<file path="src/rtl/hack_vga_ctrl.sv">
// Hack screen scan-out: 640x480@60 VGA timing, port-b word fetch, LSB-first pixel serialiser.
// Define HACK_VGA_BORDER_EN to paint the area around the 512x256 window grey instead of white.
//
// state     | meaning
// ----------+-------------------------------------------
// PH_ACTIVE | visible pixels / lines
// PH_FP     | front porch
// PH_SYNC   | sync pulse (hsync / vsync driven low)
// PH_BP     | back porch
module hack_vga_ctrl #(
  parameter int H_VISIBLE   = 640,
  parameter int H_FP        = 16,
  parameter int H_SYNC      = 96,
  parameter int H_BP        = 48,
  parameter int V_VISIBLE   = 480,
  parameter int V_FP        = 10,
  parameter int V_SYNC      = 2,
  parameter int V_BP        = 33,
  parameter int X_OFFSET    = 64,
  parameter int Y_OFFSET    = 112,
  parameter int SCREEN_BASE = 16384,
  parameter int S_AW        = 16
) (
  input  logic            clk,
  input  logic            reset,
  output logic [S_AW-1:0] screen_addr_b,
  output logic            screen_ren_b,
  input  logic [15:0]     screen_rdata_b,
  output logic            vga_hsync,
  output logic            vga_vsync,
  output logic [3:0]      vga_r,
  output logic [3:0]      vga_g,
  output logic [3:0]      vga_b,
  output logic            frame_start
);

  localparam int HACK_W  = 512;
  localparam int HACK_H  = 256;
  localparam int H_TOTAL = H_VISIBLE + H_FP + H_SYNC + H_BP;
  localparam int V_TOTAL = V_VISIBLE + V_FP + V_SYNC + V_BP;

  localparam logic [9:0] H_LAST     = 10'(H_TOTAL - 1);
  localparam logic [9:0] V_LAST     = 10'(V_TOTAL - 1);
  localparam logic [9:0] H_FP_S     = 10'(H_VISIBLE);
  localparam logic [9:0] H_SYNC_S   = 10'(H_VISIBLE + H_FP);
  localparam logic [9:0] H_BP_S     = 10'(H_VISIBLE + H_FP + H_SYNC);
  localparam logic [9:0] V_FP_S     = 10'(V_VISIBLE);
  localparam logic [9:0] V_SYNC_S   = 10'(V_VISIBLE + V_FP);
  localparam logic [9:0] V_BP_S     = 10'(V_VISIBLE + V_FP + V_SYNC);
  localparam logic [9:0] X_LO       = 10'(X_OFFSET);
  localparam logic [9:0] X_HI       = 10'(X_OFFSET + HACK_W - 1);
  localparam logic [9:0] FETCH_LO   = 10'(X_OFFSET - 1);
  localparam logic [9:0] FETCH_HI   = 10'(X_OFFSET + HACK_W - 17);
  localparam logic [9:0] Y_LO       = 10'(Y_OFFSET);
  localparam logic [9:0] Y_HI       = 10'(Y_OFFSET + HACK_H - 1);
  localparam logic [S_AW-1:0] BASE  = S_AW'(SCREEN_BASE);

`ifdef HACK_VGA_BORDER_EN
  localparam logic [3:0] BORDER = 4'h8;
`else
  localparam logic [3:0] BORDER = 4'hF;
`endif

  typedef enum logic [1:0] {PH_ACTIVE, PH_FP, PH_SYNC, PH_BP} phase_t;

  function automatic phase_t decode(input logic [9:0] c, input logic [9:0] fp_s,
                                    input logic [9:0] sync_s, input logic [9:0] bp_s);
    if (c < fp_s)   return PH_ACTIVE;
    if (c < sync_s) return PH_FP;
    if (c < bp_s)   return PH_SYNC;
    return PH_BP;
  endfunction

  logic [9:0] h_cnt, v_cnt, h_nx, v_nx;
  phase_t     h_state, v_state, h_state_nx, v_state_nx;

  always_comb begin
    h_nx = h_cnt + 10'd1;
    v_nx = v_cnt;
    if (h_cnt == H_LAST) begin
      h_nx = '0;
      v_nx = (v_cnt == V_LAST) ? '0 : v_cnt + 10'd1;
    end
    h_state_nx = decode(h_nx, H_FP_S, H_SYNC_S, H_BP_S);
    v_state_nx = decode(v_nx, V_FP_S, V_SYNC_S, V_BP_S);
  end

  always_ff @(posedge clk) begin
    if (reset) begin
      h_cnt   <= '0;
      v_cnt   <= '0;
      h_state <= PH_ACTIVE;
      v_state <= PH_ACTIVE;
    end else begin
      h_cnt   <= h_nx;
      v_cnt   <= v_nx;
      h_state <= h_state_nx;
      v_state <= v_state_nx;
    end
  end

  assign frame_start = !reset && (h_cnt == '0) && (v_cnt == '0);

  // Fetch is decided one cycle early so ren/addr are registered and land exactly on h = X_OFFSET+16w-1.
  logic [8:0]      fcol_nx;
  logic [7:0]      row_nx;
  logic            fetch_nx;
  logic [S_AW-1:0] addr_nx;

  always_comb begin
    fcol_nx  = h_nx[8:0] - FETCH_LO[8:0];
    row_nx   = v_nx[7:0] - Y_LO[7:0];
    fetch_nx = (v_nx >= Y_LO) && (v_nx <= Y_HI) &&
               (h_nx >= FETCH_LO) && (h_nx <= FETCH_HI) && (fcol_nx[3:0] == 4'd0);
    addr_nx  = BASE + S_AW'({row_nx, fcol_nx[8:4]});
  end

  always_ff @(posedge clk) begin
    if (reset) begin
      screen_ren_b  <= 1'b0;
      screen_addr_b <= '0;
    end else begin
      screen_ren_b <= fetch_nx;
      if (fetch_nx) screen_addr_b <= addr_nx;
    end
  end

  // Read data arrives in the load cycle itself, so bit 0 is used directly and the rest is shifted in.
  logic [15:0] shreg;
  logic [3:0]  col_lo;
  logic        in_win, load, pix, active;
  logic [3:0]  colour;

  always_comb begin
    col_lo = h_cnt[3:0] - X_LO[3:0];
    in_win = (h_cnt >= X_LO) && (h_cnt <= X_HI) && (v_cnt >= Y_LO) && (v_cnt <= Y_HI);
    load   = in_win && (col_lo == 4'd0);
    pix    = load ? screen_rdata_b[0] : shreg[0];
    active = (h_state == PH_ACTIVE) && (v_state == PH_ACTIVE);
    colour = 4'h0;
    if (active) colour = in_win ? (pix ? 4'h0 : 4'hF) : BORDER;
  end

  logic [3:0] s1_col, rgb_q;
  logic       s1_hs, s1_vs;

  always_ff @(posedge clk) begin
    if (reset) begin
      shreg     <= '0;
      s1_col    <= '0;
      s1_hs     <= 1'b1;
      s1_vs     <= 1'b1;
      rgb_q     <= '0;
      vga_hsync <= 1'b1;
      vga_vsync <= 1'b1;
    end else begin
      shreg     <= load ? {1'b0, screen_rdata_b[15:1]} : {1'b0, shreg[15:1]};
      s1_col    <= colour;
      s1_hs     <= (h_state != PH_SYNC);
      s1_vs     <= (v_state != PH_SYNC);
      rgb_q     <= s1_col;
      vga_hsync <= s1_hs;
      vga_vsync <= s1_vs;
    end
  end

  assign vga_r = rgb_q;
  assign vga_g = rgb_q;
  assign vga_b = rgb_q;

endmodule

</file>
<file path="config.mk">
export PLATFORM = sky130hd
export DESIGN_NAME = hack_vga_ctrl
export DESIGN_NICKNAME = d
export VERILOG_FILES = /design/src/rtl/hack_vga_ctrl.sv
export SDC_FILE = /design/constraint.sdc
export NUM_CORES = 1
export LEC_CHECK = 0
export ABC_AREA = 1
export CAP_MARGIN = 20
export CORE_MARGIN = 2
export CORE_UTILIZATION = 38
export CTS_CLUSTER_SIZE = 30
export DETAILED_ROUTE_END_ITERATION = 10
export SLEW_MARGIN = 10
export SYNTH_ARGS = -nofsm -noshare
export SYNTH_HDL_FRONTEND = slang
export SYNTH_SLANG_ARGS = --single-unit
</file>
<file path="constraint.sdc">
create_clock -name clk -period 2.7 [get_ports clk]
set_input_delay 0.54 -clock clk [delete_from_list [all_inputs] [get_ports clk]]
set_output_delay 0.54 -clock clk [all_outputs]
set_load 0.01 [all_outputs]
</file>
; Word level (Yosys, flattened, before mapping)
; Cells that the tools add are included.
[op_classes]
n_addsub = 5
order_cmp = 14
n_eq_ne = 4
n_mux = 31
bitwise = 1
n_reduce_logical = 19
[ops]
columns = cell, count
row1 = $ge A10 B7 Y1 const B, 3
row2 = $lt A10 B10 Y1 const B, 3
row3 = $lt A10 B9 Y1 const B, 3
row4 = $mux W10, 3
row5 = $mux W2, 12
row6 = $add A10 B1 Y10 const B, 2
row7 = $eq A10 B10 Y1 const B, 2
row8 = $le A10 B10 Y1 const B, 2
row9 = $le A10 B9 Y1 const B, 2
row10 = $logic_not A10 Y1, 2
row11 = $add A15 B13 Y16 const A, 1
row12 = $mux W15, 1
row13 = $mux W1, 13
row14 = $logic_and A1 B1 Y1, 11
row15 = $ge A10 B6 Y1 const B, 1
row16 = $sub A9 B6 Y9 const B, 1
row17 = $logic_not A4 Y1, 2
row18 = $mux W4, 2
row19 = $sub A8 B7 Y8 const B, 1
row20 = $logic_not A2 Y1, 2
row21 = $ne A2 B2 Y1 const B, 2
row22 = $reduce_or A2 Y1, 1
row23 = $logic_not A1 Y1, 1
row24 = $not A1 Y1, 1
[totals]
ff_bits = 69
input_bits = 18
output_inout_bits = 32
elab_cells = 87

; Depth between registers and ports, before layout
[logic_depth]
depth_word = 11
mapped_depth = 19
depth_no_buf = 17

; Worst setup path after synthesis
; OpenSTA, ideal clock, no wires.
[synth_path]
kind = flip-flop to flip-flop
startpoint = register h_cnt[1]
endpoint = register screen_addr_b[10]
setup_time_ns = 0.115
t_arrival_ns = 2.356
t_required_ns = 2.585
path_slack_ns = 0.229
path_stages_with_launch = 18
n_path_buf = 2
synth_period_minus_slack_ns = 2.471
path_cell_list = dfxtp_1 -> ha_1 -> nand4_1 -> nor2_4 -> buf_6 -> nand3_1 -> o21ai_0 -> inv_1 -> ha_1 -> nand3_1 -> nand2_1 -> clkinv_1 -> nand3_1 -> nand3_2 -> nor2_8 -> buf_6 -> a21oi_1 -> nor2_1
[synth_via]
elab_chain_cells = 7
word_cells_on_any_way = 16
classes_between = 4 x add/sub / 4 x order compare / 1 x eq/ne / 2 x mux / 5 x reduce/logical
[synth_rtl]
columns = element, line
row1 = "start, declared", 74  ; logic [9:0] h_cnt, v_cnt, h_nx, v_nx;
row2 = "start signal, assigned", 95  ; h_cnt <= h_nx;
row3 = $eq A10 B10 Y1 *, 80  ; if (h_cnt == H_LAST) begin
row4 = $mux W10 *, 80
row5 = net v_nx[5], 74
row6 = "parallel branches: the longest is 5 deep, another holds $add A15 B13 Y16", n/a
row7 = "end signal, assigned", 124  ; if (fetch_nx) screen_addr_b <= addr_nx;
row8 = "end, declared", 26  ; output logic [S_AW-1:0] screen_addr_b,
; Mark *: on every way through the listed nets, which the timed path passes.
; A chain may end at the register's enable or synchronous reset.

; Final worst setup path
[layout_path]
startpoint = register h_cnt[2]
endpoint = register screen_addr_b[14]
; Same word-level chain as after synthesis.

==> run metrics <==
largest net degree at the start of global routing=30; leakage power=1.80 nW; area grow syn2layout=28.4%; nets=562; area of the multi-input gates=1660 um2; ys async rst share=0%; Final Critical Period=2500 ps; Overall Global Routing Usage=17.1%; Die X=96.6 um; Post-Synth Adder-Cell Area=3.07%; CP required=2970 ps; total wire length=7520 um; post-synthesis area per instance=6.78 um2; Post-route DRC=0; routed len/inst=11.6 um; DP HPWL=5500 um; number of global-route vias before repair=2,825; cell row count=33; Post-synth EDFFs=0; slowest CP cell=dfxtp_1; core area=8260 um2; Post-Synth XOR/XNOR Area=1.88%; TritonRoute pass-1 iters=4; Netlist Area Pre-Place=3260 um2; maximum vdd drop=0.280 mV; CP peak stage delay=480 ps; die area=9320 um2; R2R cell count=16; drt initial violations=132; fraction of layout cells with a size suffix above 1=14.2%; vias per inst=4.70; CP Capture Type=register; WP buf/inv=2; grt ovf=0; sequential share of power=49.0%; Clock power frac=44.3%; Worst setup startpoint=h_cnt[2]; FF-to-FF End=screen_addr_b[14]; final worst slack=199 ps; Synth area leaders=dfxtp_1, nand2_1, inv_1, nor2_1, nand3_1; Synth Flop Type=dfxtp_1; Yosys cell types=38; CP max FO=6; Detail Route Antenna Nets=0; mux contribution to synthesized area=0.346%; worst path cell trace=nand2_1 > nor2_2 > nand3_1 > nor2_4 > nand3b_1 > o21ai_2 > ha_2 > nand3_1 > nand2_1 > clkinv_1 > nand3_1 > nand3_2 > nor2_8 > clkbuf_16 > nand2_1 > o21ai_1; hold slack final=393 ps; combinational family with the most area after synthesis=simple AND/OR/NAND/NOR gates; Die Ht=96.6 um; CP Launch Type=register; number of clock sinks=60; clock buffer depth=2; Sw Ratio=23.4%; sequential cell area fraction in the yosys report=36.9%; Antenna Cells=0; io pins=50; Internal Power=1.41 mW; Final Cycle Share=92.6%; Max Clk Rate=400 MHz; Register Area=1200 um2; reg-to-reg slack, setup=200 ps; sw power=0.429 mW; final hold viol count=0; Max Slew Vio Count=0; Synth Area in Compound Gates=10.2%; total power=1.83 mW; Port Buffer Count=47; Clock Skew=6.25 ps; Crit path max-delay family=simple AND/OR/NAND/NOR gates; H-tree depth=3; Max Cap Violations=0; worst skew pair latency=340 ps; Fillers=824; via count=3,034; endpoint of the worst hold path=s1_vs; Synth Register Bits=60; top cells by count, synth=nand2_1, inv_1, nor2_1; Comb pwr share=6.7%; top cell type by total area after synthesis=dfxtp_1; Ys Warns=0; Root Buffer=clkbuf_8; Simple-Gate Fraction of Synth Area=33.3%; status=completed; TritonCTS clock tree=yes; CTS buffer count=9; Mapped Cells=480; hold depth=1; pwr dens=439 nW/um2; crit path DAT=2770 ps; hold-fix buffers at CTS=0; Hold/Removal Path Class=reg2reg; most common cell in the synthesized netlist=nand2_1; share of the synthesized area in the top cell type=36.9%; first-pass GRT wire length=12,500 um; Setup WS pre-CTS=48.1 ps; Starting Density=39.4%; final setup fails=0; GP Congestion=0.934; Clock transition at path regs=70 ps; r2r startpoint=h_cnt[2]; Min-Delay Startpoint=v_state[1]; initial antenna violation count=0; worst setup path category=reg2reg
## area by class of cell
type	instances	area share, %
inverter	72	6.47
clock inverter	6	1.53
clock buffer	10	3.29
tap	105	3.14
multi-input combinational	321	39.8
sequential	60	28.8
timing repair buffer	72	16.9
## stage by stage
step / setup TNS [ps] / util (%) / instance area (um2) / std cells
after floorplan: 0 / - / 3260 / 481
after global placement: -5.98 / 46.4 / 3830 / 625
after detailed placement: 0 / 46.4 / 3830 / 625
after CTS: 0 / 48.8 / 4030 / 641
after global routing: -25.0 / 50.6 / 4180 / 646
final: 0 / 50.6 / 4180 / 646
## state kept, by name (all words and copies together), names as in the netlist
register,count
h_state,2
s1_col,1
vga_b,1
vga_vsync,1
shreg,15
v_state,2
vga_hsync,1
s1_vs,1
h_cnt,10
v_cnt,10
s1_hs,1
screen_ren_b,1
screen_addr_b,14
## layout by cell type, fill, tap and decap left out, types with 10 or more instances in the layout
cell type	n
nand3_1	43
a21oi_1	31
clkbuf_8	10
nor2_1	61
buf_4	21
inv_1	64
clkdlybuf4s50_1	46
o21ai_0	21
nand2_1	94
dfxtp_1	57
## worst max path at each step
| stage | cells past startpoint | end | slack, ps |
|---|---|---|---|
| after detailed placement | 5 | frame_start | 50 |
| after CTS | 17 | screen_addr_b[2] | 50 |
| final | 16 | screen_addr_b[14] | 200 |
| after floorplan | 17 | screen_addr_b[10] | 230 |
| after global placement | 5 | frame_start | -6 |
| after global routing | 18 | screen_addr_b[2] | -10 |
## per-layer routing
| metal | global-route usage (%) | wire [um] | up-vias |
|---|---|---|---|
| met1 | 22.8 | 3640 | 1336 |
| li1 | - | - | 1615 |
| met2 | 27.5 | 3430 | 73 |
| met5 | 0 | 0 | - |
| met3 | 3.72 | 355 | 10 |
| met4 | 5.28 | 95 | 0 |
## power by group through the flow
stage          clock network (mW)  registers, mW  logic [mW]
2_1_floorplan                   0          0.917      0.0668
5_1_grt                     0.864          0.899       0.137
6_report                    0.813          0.898       0.123
3_5_place_dp                    0          0.916       0.121
3_3_place_gp                    0          0.915       0.120
4_1_cts                     0.831          0.895       0.121
## repair_timing
item | CTS | global route
gates cloned | 0 | 2
pin swaps | 0 | 3
buffers inserted | 0 | 3
gates resized for setup | 1 | 19
endpoints found under the setup margin | 1 | 16
## cell families after synthesis
family / after synthesis
simple gates: 239
compound gates: 64
other cells: 1
flops: 60
xor+xnor: 7
buf+inv: 100
mux: 1
fa+ha+maj: 8
No activity file was read; power rests on OpenSTA's default activity.
